### src/rtl/seq_multiplier_pkg.sv
// Shared definitions for the sequential shift-and-add multiplier:
// operand widths, the fixed step count and the controller state encoding.
package seq_multiplier_pkg;

    localparam int OP_WIDTH   = 8;
    localparam int PROD_WIDTH = 2 * OP_WIDTH;
    localparam int STEPS      = 8;
    localparam int CNT_WIDTH  = 3;

    typedef enum logic [1:0] {
        ST_IDLE = 2'd0,
        ST_RUN  = 2'd1,
        ST_FIN  = 2'd2
    } state_t;

endpackage

### src/rtl/seq_multiplier_if.sv
// Request/response bundle between a requester and the sequential multiplier.
interface seq_multiplier_if;
    import seq_multiplier_pkg::*;

    logic                  start;
    logic [OP_WIDTH-1:0]   a;
    logic [OP_WIDTH-1:0]   b;
    logic                  busy;
    logic                  done;
    logic [PROD_WIDTH-1:0] p;

    modport master (output start, a, b, input busy, done, p);
    modport slave  (input start, a, b, output busy, done, p);

endinterface

### src/rtl/seq_multiplier_adder.sv
// Plain unsigned ripple adder with carry-in/carry-out; the multiplier's only adder.
module seq_multiplier_adder
    import seq_multiplier_pkg::*;
(
    input  logic [OP_WIDTH-1:0] a,
    input  logic [OP_WIDTH-1:0] b,
    input  logic                ci,
    output logic [OP_WIDTH-1:0] sum,
    output logic                co
);

    assign {co, sum} = {1'b0, a} + {1'b0, b} + {{OP_WIDTH{1'b0}}, ci};

endmodule

### src/rtl/seq_multiplier.sv
// 8x8 unsigned shift-and-add multiplier: one partial-product step per clock,
// eight steps per operation, with a one-cycle DONE pulse when P is updated.
module seq_multiplier
    import seq_multiplier_pkg::*;
(
    input  logic            clk,
    input  logic            rst,
    seq_multiplier_if.slave bus
);

    state_t                state_q, state_d;
    logic [PROD_WIDTH-1:0] acc_q, acc_d;
    logic [OP_WIDTH-1:0]   mcand_q, mcand_d;
    logic [CNT_WIDTH-1:0]  cnt_q, cnt_d;
    logic [PROD_WIDTH-1:0] p_q, p_d;

    logic [OP_WIDTH-1:0]   add_b;
    logic [OP_WIDTH-1:0]   add_sum;
    logic                  add_co;
    logic [PROD_WIDTH-1:0] acc_step;

    // Adding zero when the multiplier bit is clear keeps a single adder path.
    assign add_b = acc_q[0] ? mcand_q : '0;

    seq_multiplier_adder u_adder (
        .a   (acc_q[PROD_WIDTH-1:OP_WIDTH]),
        .b   (add_b),
        .ci  (1'b0),
        .sum (add_sum),
        .co  (add_co)
    );

    // Carry becomes the new MSB so no partial sum is ever truncated.
    assign acc_step = {add_co, add_sum, acc_q[OP_WIDTH-1:1]};

    always_comb begin
        state_d = state_q;
        acc_d   = acc_q;
        mcand_d = mcand_q;
        cnt_d   = cnt_q;
        p_d     = p_q;
        unique case (state_q)
            ST_IDLE: begin
                if (bus.start) begin
                    mcand_d = bus.a;
                    acc_d   = {{OP_WIDTH{1'b0}}, bus.b};
                    cnt_d   = '0;
                    state_d = ST_RUN;
                end
            end
            ST_RUN: begin
                acc_d = acc_step;
                cnt_d = cnt_q + 3'd1;
                if (cnt_q == CNT_WIDTH'(STEPS - 1)) begin
                    p_d     = acc_step;
                    state_d = ST_FIN;
                end
            end
            ST_FIN: begin
                state_d = ST_IDLE;
            end
            default: begin
                state_d = ST_IDLE;
            end
        endcase
    end

    always_ff @(posedge clk) begin
        if (rst) begin
            state_q <= ST_IDLE;
            acc_q   <= '0;
            mcand_q <= '0;
            cnt_q   <= '0;
            p_q     <= '0;
        end else begin
            state_q <= state_d;
            acc_q   <= acc_d;
            mcand_q <= mcand_d;
            cnt_q   <= cnt_d;
            p_q     <= p_d;
        end
    end

    assign bus.busy = (state_q == ST_RUN);
    assign bus.done = (state_q == ST_FIN);
    assign bus.p    = p_q;

endmodule

### src/flat_wrapper.sv
// flat-port wrapper written by rule: the top's interface ports become plain ports
module seq_multiplier_flat import seq_multiplier_pkg::*;
  (clk, rst, bus_start, bus_a, bus_b, bus_busy, bus_done, bus_p);
  seq_multiplier_if bus_i ();
  input  logic clk;
  input  logic rst;
  input wire logic [$bits(bus_i.start)-1:0] bus_start;
  input wire logic [$bits(bus_i.a)-1:0] bus_a;
  input wire logic [$bits(bus_i.b)-1:0] bus_b;
  output wire logic [$bits(bus_i.busy)-1:0] bus_busy;
  output wire logic [$bits(bus_i.done)-1:0] bus_done;
  output wire logic [$bits(bus_i.p)-1:0] bus_p;
  assign bus_i.start = bus_start;
  assign bus_i.a = bus_a;
  assign bus_i.b = bus_b;
  assign bus_busy = bus_i.busy;
  assign bus_done = bus_i.done;
  assign bus_p = bus_i.p;
  seq_multiplier u_core (.clk(clk), .rst(rst), .bus(bus_i));
endmodule
### config.mk
export PLATFORM = sky130hd
export DESIGN_NAME = seq_multiplier_flat
export DESIGN_NICKNAME = d
export VERILOG_FILES = /design/src/rtl/seq_multiplier_pkg.sv /design/src/rtl/seq_multiplier_if.sv /design/src/rtl/seq_multiplier_adder.sv /design/src/rtl/seq_multiplier.sv /design/src/flat_wrapper.sv
export SDC_FILE = /design/constraint.sdc
export NUM_CORES = 1
export LEC_CHECK = 0
export ABC_AREA = 1
export BUFFER_PORTS_ARGS = -buffer_cell sky130_fd_sc_hd__buf_2
export CELL_PAD_IN_SITES_DETAIL_PLACEMENT = 1
export CELL_PAD_IN_SITES_GLOBAL_PLACEMENT = 1
export CORE_ASPECT_RATIO = 1.1
export CORE_MARGIN = 8
export CORE_UTILIZATION = 42
export CTS_BUF_LIST = sky130_fd_sc_hd__clkbuf_8
export DETAILED_ROUTE_END_ITERATION = 12
export PLACE_DENSITY_LB_ADDON = 0.1
export SETUP_SLACK_MARGIN = 0.4
export SYNTH_ARGS = -nofsm -noshare
export SYNTH_HDL_FRONTEND = slang
export SYNTH_SLANG_ARGS = --single-unit
### constraint.sdc
create_clock -name clk -period 2.2 [get_ports clk]
set_clock_uncertainty 0.2 [all_clocks]
set_input_delay 0.33 -clock clk [delete_from_list [all_inputs] [get_ports clk]]
set_output_delay 0.33 -clock clk [all_outputs]
set_load 0.005 [all_outputs]
Word-level counts from Yosys, hierarchy flattened
Index checks and enable logic that the tools add are counted.
{"block": "classes", "add_sub_neg": 2, "eq_ne": 5, "muxes": 8, "reduce_logical": 6}
{"op": "16-bit case mux with 2 select lines", "count": 1}
{"op": "16-bit 2-to-1 mux", "count": 1}
{"op": "8-bit by 8-bit adder with 9-bit output", "count": 1}
{"op": "8-bit 2-to-1 mux", "count": 1}
{"op": "2-bit AND reduction", "count": 4}
{"op": "3-bit case mux with 2 select lines", "count": 1}
{"op": "2-bit 2-to-1 mux", "count": 2}
{"op": "2-bit case mux with 2 select lines", "count": 1}
{"op": "3-bit by 1-bit adder with 3-bit output, second input constant", "count": 1}
{"op": "3-bit == test, second input constant", "count": 1}
{"op": "3-bit 2-to-1 mux", "count": 1}
{"op": "2-bit by 1-bit == test with 1-bit output, second input constant", "count": 1}
{"op": "2-bit == test, second input constant", "count": 1}
{"op": "2-bit logical NOT", "count": 1}
{"op": "2-bit by 1-bit != test with 1-bit output, second input constant", "count": 1}
{"op": "2-bit != test, second input constant", "count": 1}
{"op": "2-bit nonzero test", "count": 1}
{"block": "totals", "register_bits": 45, "word_cells": 26}

Longest topological paths before layout
Gate-level depths: netlist (run 1).
{"block": "logic_depth", "depth_word": 3, "mapped_depth": 14}

Cells and area by module
Synthesis (run 1) repeated with hierarchy kept, for this count alone.
{"block": "hier_totals", "cells_unflattened": 319, "area_unflattened_um2": 2210.9}
{"mod": "seq_multiplier", "instances": 1, "cells_per_inst": 260, "area_each_um2": 1826.8, "seq_area_each_um2": 900.9}
{"mod": "seq_multiplier_adder", "instances": 1, "cells_per_inst": 59, "area_each_um2": 384.1, "seq_area_each_um2": 0.0}

Least setup slack after synthesis (run 1)
Ideal clock, no wire load.
{"block": "synth_path", "path_kind": "register to register", "from": "reg u_core.acc_q[0]", "to": "reg u_core.p_q[13], in the netlist u_core.bus.p[13]", "arrival_time_ps": 1645, "required_ps": 1891, "slack_ps": 246, "stages_incl_launch_ff": 14, "path_buffers": 1, "period_less_slack_ps": 1954, "path_cell_list": "dfxtp_1 > clkbuf_1 > nand2_1 > inv_1 > ha_1 > fa_1 > nand2_1 > nand2_1 > nand3b_1 > nand3_1 > nand2_1 > nand2_1 > nand2_1 > inv_1"}
{"block": "synth_between", "elab_chain_len": 2}
{"item": "start: declaration", "line": "seq_multiplier.sv:12", "source": "logic [PROD_WIDTH-1:0] acc_q, acc_d;"}
{"item": "start signal: assignment", "line": "seq_multiplier.sv:71", "source": "acc_q <= '0;"}
{"item": "start signal: assignment", "line": "seq_multiplier.sv:77", "source": "acc_q <= acc_d;"}
{"item": "8-bit 2-to-1 mux", "line": "seq_multiplier.sv:23", "source": "assign add_b = acc_q[0] ? mcand_q : '0;"}
{"item": "8-bit by 8-bit adder with 9-bit output", "line": "seq_multiplier_adder.sv:12", "source": "assign {co, sum} = {1'b0, a} + {1'b0, b} + {{OP_WIDTH{1'b0}}, ci};"}
{"item": "end signal: assignment", "line": "seq_multiplier.sv:80", "source": "p_q <= p_d;"}
{"item": "end: declaration", "line": "seq_multiplier.sv:15", "source": "logic [PROD_WIDTH-1:0] p_q, p_d;"}
No other way between the ends.
A chain may end at the register's enable or synchronous reset.

Final worst setup path (run 1)
{"block": "layout_path", "from": "reg u_core.acc_q[0]", "to": "reg u_core.acc_q[13]"}
{"block": "layout_between", "elab_chain_len": 3}
{"item": "8-bit 2-to-1 mux", "line": "seq_multiplier.sv:23"}
{"item": "8-bit by 8-bit adder with 9-bit output", "line": "seq_multiplier_adder.sv:12"}
{"item": "16-bit case mux with 2 select lines", "line": "seq_multiplier.sv:42", "source": "unique case (state_q)"}
No other way between the ends.

==> results.md, run 1 <==
- Most frequent cell after synthesis: nand2_1
- Worst-Skew Late Latency: 300 ps
- CTS tree: built
- Hold Crit Class: in2reg
- CTS Sinks: 45
- Mapped Area: around 2200 um^2
- Floorplan core area: 5034 um^2
- Worst path required time: around 2200 ps
- Worst-case clock buffer depth: 2
- Critical Path Most Common Cell: nand2_2
- Diode count: 0
- ANT nets after route: 0
- CP cell instances: buf_6 > nand2_2 > inv_2 > fa_2 > nand2_2 > nand2_2 > nand3b_1 > nand2_1 > nand2_2 > nand3_1 > a21oi_2
- Synthesis Warnings: 0
- Cells after Synth: between 200 and 300
- Setup TNS: 0 ps
- Tmin final: slightly below 2000 ps
- Fin. Hold Viols: 0
- Slowest-stage cell, CP: dfxtp_4
- Max-slew violations: 0
- First-pass GRT wire length: between 9 and 10 mm
- Sequential share of the synthesized area: between 40 and 50%
- Async set or reset register ratio after synthesis: 0%
- Worst path arrival time: ~2000 ps
- Max IR drop VDD: between 0.2 and 0.3 mV
- Die boundary height: 91.86 um
- Startpoint types: register
- DRC Markers: 0
- Via count: about 2,000
- Pre-CTS setup slack: about 170 ps
- P&R area growth vs syn: 25.23%
- Final net count: 368
- DR pass1 iterations: 4
- Total GRT Usage: 15.75%
- Hold buffer count at CTS: 0
- Vias in the first global route: 2,093
- I/O Buffers: 36
- Met1 Resource Use GR: between 10% and 20%
- Nature of the critical path endpoint: register
- Clock Root Buffer: clkbuf_8
- Top cells by count, synth: 69 x nand2_1, 45 x dfxtp_1, 34 x inv_1
- M2 GR Usage: ~29%
- Total gr overflow: 0
- Outcome: completed
- Die Width: between 80 and 90 um
- Synth Net Count: about 320
- Max-cap viol count: 0
- Mapped Avg Cell Area: around 7.5 um^2
- Final setup violation count: 0
- Final period util: 88.17%
- Post-DR vias/cell: between 5 and 6
- Wire per inst: 15.44 um
- Top cells by area, synth: dfxtp_1 41%, nand2_1 12%, inv_1 5.8%, ha_1 5.7%, nand3_1 5.0%
- Synth Flop Type: dfxtp_1
- Met3 GRT Util: approximately 3.3%
- Gr busiest metal: met2
- PD cells: between 500 and 600 nW/um^2
- 1st-iter DRT viols: 52
- Num CTS Buffers: 5
- DRT Wirelength: a little over 6 mm
- Clock-pin slew on the worst setup and hold paths: about 90 ps
- Io pins: 37
- Unrepaired setup endpoints after global routing: yes
- Gpl congestion: about 0.82
- CP max stage delay: approximately 380 ps
- Die area: about 7800 um^2
- EDFF count, synth: 0
- Pleak: 0.001311 uW
- Critical path type: reg2reg
- Crit-path max FO: 6
- Core Rows: 27
- Antenna violations before repair: 0
- Detailed Place HPWL: 4.170 mm
- Pin count of the biggest net entering global routing: 24
- Setup WS post-layout: 260.3 ps
- Fillers: approximately 640
- Starting Density: 43.65%
- Fmax: roughly 0.52 GHz
- Synth cell types: 30
- Relative slew slack: about 78%
- Top-area cell type share of the netlist area: around two fifths
- H-tree Lvls: 2
- Biggest area consumer among synthesized cells: dfxtp_1
- Layout cells sized above 1: around 34%
- Synth Register Bits: 45
- Measured slew at the worst slew-check pin: ~340 ps
sequential cells by signal (all words and copies together), names as in the netlist:
signal	flops
u_core.state_q	2
u_core.bus.p	16
u_core.mcand_q	8
u_core.acc_q	16
u_core.cnt_q	3
timing repair:
action,4_1_cts,5_1_grt
resized for setup,21,23
pin swaps,8,10
setup buffers,3,5
setup endpoints to repair,12,14
cloned,0,0
layout make-up:
type                       count  area [um^2]  share of cell area (%)
tap                           58        72.57                   2.638
inverter                      38        150.1                   5.457
clock inverter                 3        13.76                  0.5002
clock buffer                   5        68.82                   2.501
multi-input combinational    199         1260                   45.79
timing repair buffer          49        281.5                   10.23
sequential                    45        904.6                   32.88
worst max-delay path, delay by kind of cell, from the launching register on:
family                     cells  cell delay (ps)
DFF                            1              380
adders and majority gates      1              370
and+or+nand+nor                7              620
buffers and inverters          2              170
AOI/OAI and AO/OA              1              140
power breakdown:
| group | leakage, uW | internal [uW] | switching, uW |
|---|---|---|---|
| sequential | 0.000368 | 848 | 21.3 |
| clock | 0.0000491 | 216 | 291 |
| combinational | 0.000895 | 87.8 | 140 |
per-stage QoR:
step	hold slack (ps)	util (%)	cells	instance area, um^2	power, uW
floorplan	199.1	-	292	2212	1026
global placement	252.0	48.27	381	2430	1077
detailed placement	260.8	48.27	381	2430	1082
CTS	77.99	52.00	392	2618	1602
global route	92.57	54.66	397	2751	1677
finish	79.37	54.66	397	2751	1605
cells in the final DEF, fill, tap and decap left out, drive strengths merged:
cell type and instances:
a21o 1, or2 1, a31oi 1, clkinv 2, nand2 72, clkbuf 5
nand3b 2, o211ai 1, inv 39, dfxtp 45, xnor2 1, o21ai 34
fa 1, buf 49, o21bai 2, nand3 22, ha 10, o21a 4
a21oi 21, nor2 26
layer usage:
metal	vias up	part of all wire [%]
met3	7	3.7
met2	32	52
li1	1029	-
met4	0	1.3
met5	-	0
met1	960	43
final timing paths:
kind                             to  cells after the start            start  slack (ps)
setup / recovery   u_core.acc_q[13]                     11  u_core.acc_q[0]         260
hold / removal    u_core.mcand_q[4]                      3         bus_a[4]          80
setup reg to reg   u_core.acc_q[13]                     11  u_core.acc_q[0]         260
hold reg to reg     u_core.cnt_q[2]                      2  u_core.cnt_q[2]         280
cell families after synthesis:
logic type,synth area share [%]
fa+ha+maj,6.606
simple gates,24.37
compound gates,17.94
buf+inv,9.680
xor+xnor,0.3987
flops,41.00
Note: power is estimated with default switching activity, not from simulation.
==> run 2, diff against run 1 <==
--- a/config.mk
+++ b/config.mk
@@ -11,11 +11,12 @@
 export CELL_PAD_IN_SITES_GLOBAL_PLACEMENT = 1
 export CORE_ASPECT_RATIO = 1.1
 export CORE_MARGIN = 8
-export CORE_UTILIZATION = 42
+export CORE_UTILIZATION = 41
 export CTS_BUF_LIST = sky130_fd_sc_hd__clkbuf_8
 export DETAILED_ROUTE_END_ITERATION = 12
 export PLACE_DENSITY_LB_ADDON = 0.1
 export SETUP_SLACK_MARGIN = 0.4
 export SYNTH_ARGS = -nofsm -noshare
 export SYNTH_HDL_FRONTEND = slang
+export SYNTH_HIERARCHICAL = 1
 export SYNTH_SLANG_ARGS = --single-unit
==> run 2 against run 1 <==
  * Highest routed layer unchanged
  * Critical path type unchanged
  * Hold slack worse by 5.4 ps
  * Critical endpoint is now u_core/acc_q[13]
  * Global-route usage is 0.49 points higher
  * Combinational power is 2% lower
  * Synthesized cell count is 9.2% higher
  * Clock-buffer cell count is 2 higher
  * Total power is 3.8% higher
==> results.md, run 2 <==
- Sw Ratio: between 20% and 30%
- Die Width: approximately 86 um
- DRT Wirelength: approximately 6.5 mm
- Detailed Place HPWL: 4.380 mm
- Floorplan core area: around 5300 um^2
- Worst path required time: about 2200 ps
- Num CTS Buffers: 5
- Fillers: around 670
- Max IR drop VDD: approximately 0.32 mV
- Layout cells sized above 1: 29.12%
- Final net count: approximately 400
- PD cells: a little under 600 nW/um^2
- CP max stage delay: 380 ps
- Worst-case clock buffer depth: 2
- Most frequent cell after synthesis: nand2_1
- Synth Register Bits: 45
- Top cells by count, synth: 115 x nand2_1, 45 x dfxtp_1, 39 x nor2_1
- Synth Flop Type: dfxtp_1
- Setup TNS: 0 ps
- Tmin final: roughly 2100 ps
- Crit-path max FO: 2
- DRC Markers: 0
- Mapped Area: ~2200 um^2
- ANT nets after route: 0
- DR pass1 iterations: 4
- Outcome: completed
- Total GRT Usage: ~16%
- Post-DR vias/cell: 4.847
- Hold_sp: bus_a[2]
- Top cells by area, synth: dfxtp_1 41%, nand2_1 20%, nor2_1 6.6%, nand3_1 6.1%, ha_1 5.1%
- Worst path arrival time: 2180 ps
- Worst-Skew Late Latency: about 300 ps
- Final period util: between 90% and 100%
- Starting Density: 41.79%
- CP Depth: 11
- Antenna violations before repair: 0
- CTS tree: built
- Register area: roughly 900 um^2
- Cell Int Power: 1219 uW
- Hold WS: around 74 ps
- Io pins: 37
- P&R area growth vs syn: 28.58%
- Net Sw Power: 447.3 uW
- Sequential share of the synthesized area: 40.75%
- Final setup violation count: 0
- Biggest area consumer among synthesized cells: dfxtp_1
- 1st-iter DRT viols: between 50 and 60
- Hold path cells: 3
- CTS Sinks: 45
- Synthesis Warnings: 6
- Pleak: 0.001487 uW
- Placed insts: 425
- Cells after Synth: approximately 320
- Die boundary height: roughly 93 um
- Top-area cell type share of the netlist area: 40.75%
- Unrepaired setup endpoints after global routing: yes
- Fin cells: about 440
- Leading cell type in the layout, fill and taps excluded: nand2_1
- CP cell instances: nand2_2 > inv_2 > fa_2 > fa_2 > nand2_2 > nand2_4 > nand3b_4 > nand3_1 > nand2_2 > nand2_1 > a21oi_2
- Async set or reset register ratio after synthesis: 0%
- EDFF count, synth: 0
- Diode count: 0
- H-tree Lvls: 2
- Startpoint types: register
- FF-to-FF Start: u_core/mcand_q[0]
- Die area: 8001 um^2
- Most frequent cells in the layout: 99 x nand2_1, 43 x dfxtp_1, 39 x nor2_1
- First-pass GRT wire length: approximately 10 mm
- Synth cell types: 28
- Vias in the first global route: ~2,300
- Worst-case reg-to-reg path depth: 11
- Area of the multi-input gates: between 1000 and 1500 um^2
- Wire per inst: about 15 um
- Clock share of power: between 30% and 40%
- Max-slew violations: 0
- Critical path type: reg2reg
- Fmax: approximately 0.47 GHz
- Pin count of the biggest net entering global routing: 24
- Gpl congestion: ~0.86
- Post-Layout Inst Area: 2843 um^2
- Synth Net Count: between 300 and 400
- Hold buffer count at CTS: 0
- Critical Path Most Common Cell: nand2_2
- Worst Setup SP: u_core/mcand_q[0]
- Clock Root Buffer: clkbuf_8
- Nature of the critical path endpoint: register
- Max-cap viol count: 0
- Core Rows: 28
- Clock-pin slew on the worst setup and hold paths: around 80 ps
- CP delay by family, top: adder cells
- I/O Buffers: 36
- Sequential share of power: a little over half
- Slowest-stage cell, CP: fa_2
- Mapped Avg Cell Area: around 7 um^2
- Crit path buffers/inverters: 1
- Fin. Hold Viols: 0
- Logic pwr share: 13.4%
- Total power: 1666 uW
- Hold Crit Class: in2reg
- Area of placed instances: between 2000 and 3000 um^2
- Total gr overflow: 0
- Via count: approximately 2,100
run 2: changes by cell type after synthesis, moves of 3 or more:
cell,before,now
inv_4,3,0
inv_1,34,26
nor2_1,24,39
o21a_1,4,1
nand2_1,69,115
o21ai_2,8,1
o21ai_0,22,9
o21ai_1,4,0
nand3_1,22,27
a21oi_2,6,0
run 2: through the flow:
step	setup WS, ps	utilization [%]
5_1_grt	-16.28	53.74
2_1_floorplan	321.8	-
3_5_place_dp	191.8	47.30
3_3_place_gp	245.8	47.30
4_1_cts	202.9	50.97
6_report	59.28	53.74
run 2: worst min-delay path: cells and delay by family:
family                 cells  cell delay [ps]
buffers and inverters      1               70
AO/OA/AOI/OAI              1               70
AND/OR/NAND/NOR            1               70
run 2: area by class of cell:
cell class,instances,share of cell area (%)
clock inverter,1,0.1761
clock buffer,7,3.389
multi-input combinational,233,46.92
tap,75,3.301
inverter,29,3.961
sequential,45,31.78
timing repair buffer,49,10.48
run 2: metal layers:
| layer | vias up | routed length, um | GRT usage (%) |
|---|---|---|---|
| li1 | 1069 | - | - |
| met1 | 1005 | 2634 | 17.19 |
| met2 | 41 | 3425 | 30.12 |
| met3 | 13 | 368 | 3.947 |
| met4 | 0 | 118 | 6.140 |
| met5 | - | 0 | 0 |
run 2: worst paths after layout:
check                       to  slack, ps
max           u_core/acc_q[13]         60
min          u_core/mcand_q[2]         70
max reg2reg   u_core/acc_q[13]         60
min reg2reg    u_core/bus.p[1]        270
run 2: repair_timing:
action / CTS / global route
resized for setup: 10 / 30
setup endpoints to repair: 15 / 18
setup buffers: 2 / 4
pin swaps: 8 / 17
run 2: power groups by stage:
stage	Sequential (uW)	Clock [uW]	Combinational, uW
6_report	869	575	223
5_1_grt	873	620	253
4_1_cts	868	591	210
3_5_place_dp	886	0	201
3_3_place_gp	885	0	197
2_1_floorplan	880	0	135
run 2: cell families after synthesis:
logic type | count (synthesis) | share of synthesized area (%)
xor+xnor | 3 | 1.189
simple gates | 194 | 37.69
fa+ha+maj | 11 | 6.905
flops | 45 | 40.75
other cells | 1 | 0.1696
compound gates | 24 | 5.716
buf+inv | 41 | 7.583
==> run 3, diff against run 2 <==
--- a/config.mk
+++ b/config.mk
@@ -11,8 +11,8 @@
 export CELL_PAD_IN_SITES_GLOBAL_PLACEMENT = 1
 export CORE_ASPECT_RATIO = 1.1
 export CORE_MARGIN = 8
-export CORE_UTILIZATION = 41
-export CTS_BUF_LIST = sky130_fd_sc_hd__clkbuf_8
+export CORE_UTILIZATION = 39
+export CTS_BUF_LIST = sky130_fd_sc_hd__clkbuf_4 sky130_fd_sc_hd__clkbuf_8 sky130_fd_sc_hd__clkbuf_16
 export DETAILED_ROUTE_END_ITERATION = 12
 export PLACE_DENSITY_LB_ADDON = 0.1
 export SETUP_SLACK_MARGIN = 0.4
==> constraint.sdc (replaced) <==
create_clock -name clk -period 2.3 [get_ports clk]
set_clock_uncertainty 0.2 [all_clocks]
set_input_delay 0.345 -clock clk [delete_from_list [all_inputs] [get_ports clk]]
set_output_delay 0.345 -clock clk [all_outputs]
set_load 0.005 [all_outputs]
==> run 3 against run 2 <==
  * Maximum frequency up 1.6%
  * Cell area up 0.48%
  * Sequential share of layout area down 0.065 points
  * Hold slack better by 19 ps
  * Sequential power down 3.9%
  * Critical path type unchanged
  * Critical endpoint unchanged
  * Largest cell class unchanged
==> results.md, run 3 (synthesis results as in run 2) <==
- Outcome: completed
- Area of the multi-input gates: 1349 um^2
- Startpoint types: register
- H-tree Lvls: 2
- Wire per inst: approximately 15 um
- Pin count of the biggest net entering global routing: 35
- Fin. Hold Viols: 0
- Worst Setup SP: u_core/acc_q[0]
- Die Width: 87.79 um
- Clock-pin slew on the worst setup and hold paths: approximately 80 ps
- Max IR drop VDD: between 0.2 and 0.3 mV
- Fillers: 704
- Num CTS Buffers: 5
- End of the critical path: u_core/acc_q[13]
- Io pins: 37
- CTS tree: built
- PD cells: 546.6 nW/um^2
- P&R area growth vs syn: 29.20%
- Die area: between 8000 and 9000 um^2
- Floorplan core area: 5430 um^2
- Tmin final: 2106 ps
- Antenna violations before repair: 0
- Post-DR vias/cell: around 4.8
- Measured slew at the worst slew-check pin: 727.3 ps
- Capture point of the worst reg-to-reg path: u_core/acc_q[13]
- Max-cap viol count: 0
- Most frequent cells in the layout: 99 x nand2_1, 43 x dfxtp_1, 39 x nor2_1
- Crit-path max FO: 4
- Total gr overflow: 0
- CP max stage delay: ~390 ps
- Vias in the first global route: between 2,000 and 2,500
- Met3 GRT Util: roughly 3.2%
- Clock Root Buffer: clkbuf_8
- R2R Setup Slk: ~190 ps
- FF-to-FF Start: u_core/acc_q[0]
- Die boundary height: 94.97 um
- Starting Density: 40.71%
- Gpl congestion: approximately 0.8
- Register area: between 900 and 1000 um^2
- DRT Wirelength: 6.695 mm
- DR pass1 iterations: 4
- Via count: between 2,000 and 2,500
- I/O Buffers: 36
- Worst-case clock buffer depth: 2
- 1st-iter DRT viols: 129
- Fmax: between 0.4 and 0.5 GHz
- M2 GR Usage: a little under 30%
- Slowest-stage cell, CP: fa_2
- Gr busiest metal: met2
- Relative slew slack: ~51%
- ANT nets after route: 0
- DRC Markers: 0
- Worst path arrival time: about 2100 ps
- Layout cells sized above 1: 30.79%
- Critical Path Most Common Cell: nand2_2
- Leading cell type in the layout, fill and taps excluded: nand2_1
- Total GRT Usage: approximately 16%
- Worst-Skew Late Latency: about 300 ps
- Max-slew violations: 0
- Pleak: about 0.0015 uW
- Worst path required time: around 2300 ps
- Worst-case reg-to-reg path depth: 11
- Nature of the critical path endpoint: register
- Diode count: 0
- Final period util: about nine tenths
- CP cell instances: nand2_2 > inv_2 > fa_2 > fa_2 > nand2_2 > nand2_4 > nand3b_4 > nand3_1 > nand2_2 > nand2_2 > a21oi_2
- Hold WS: a little over 90 ps
- CP delay by family, top: adder cells
- Setup TNS: 0 ps
- Unrepaired setup endpoints after global routing: yes
- Pre-CTS setup slack: approximately 140 ps
- Core Rows: 28
- Crit path buffers/inverters: 1
- Final setup violation count: 0
- Met1 Resource Use GR: a little under a fifth
- First-pass GRT wire length: 10.60 mm
- Final net count: 396
- CP Depth: 11
- Detailed Place HPWL: approximately 4.4 mm
- Critical path type: reg2reg
- Setup WS post-layout: 193.6 ps
- CTS Sinks: 45
- Hold buffer count at CTS: 0
- Hold Crit Class: in2reg
run 3: cell count changes in the layout (fill, tap and decap cells not counted), sizes merged:
cell	delta
inv	+1
buf	+3
clkinv	-1
run 3: final cells by class:
class / count / share of cell area (%)
clock buffers: 7 / 2.935
clock inverters: 1 / 0.2628
inverters: 29 / 3.811
multi-input cells: 233 / 47.22
flip-flops and latches: 45 / 31.71
well taps: 75 / 3.285
repair buffers: 52 / 10.78
run 3: stage by stage:
step	utilization [%]	power, uW	instances	instance area [um^2]
floorplan	-	971.1	319	2222
global placement	45.51	1026	423	2471
detailed placement	45.51	1031	423	2471
CTS	49.08	1560	434	2665
global route	52.60	1653	442	2856
finish	52.60	1561	442	2856
run 3: how the worst min path moves through the flow:
stage	endpoint	cells past startpoint	start	slack, ps
floorplan	u_core/bus.p[0]	2	u_core/acc_q[1]	240
global placement	u_core/bus.p[3]	2	u_core/acc_q[4]	250
detailed placement	u_core/bus.p[4]	2	u_core/acc_q[5]	260
CTS	u_core/mcand_q[7]	3	bus_a[7]	90
global route	u_core/mcand_q[7]	3	bus_a[7]	120
finish	u_core/mcand_q[7]	3	bus_a[7]	90
run 3: power by group:
group / internal [uW] / switching, uW
sequential: 810 / 25.8
clock: 239 / 270
combinational: 87.7 / 129
total: 1140 / 425
run 3: worst min-delay path: stages:
cell	delay (ps)
buf_2	70
o21ai_0	70
nor2_1	70
run 3: timing repair:
item | 4_1_cts | 5_1_grt
buffers inserted | 3 | 8
resized for setup | 13 | 33
pin swaps | 9 | 26
endpoints found under the setup margin | 13 | 16
run 3: routing by layer:
layer | part of all wire, % | wire length, um
met1 | 43 | 2855
met4 | 1.4 | 94
met2 | 52 | 3478
met5 | 0 | 0
met3 | 4.0 | 267
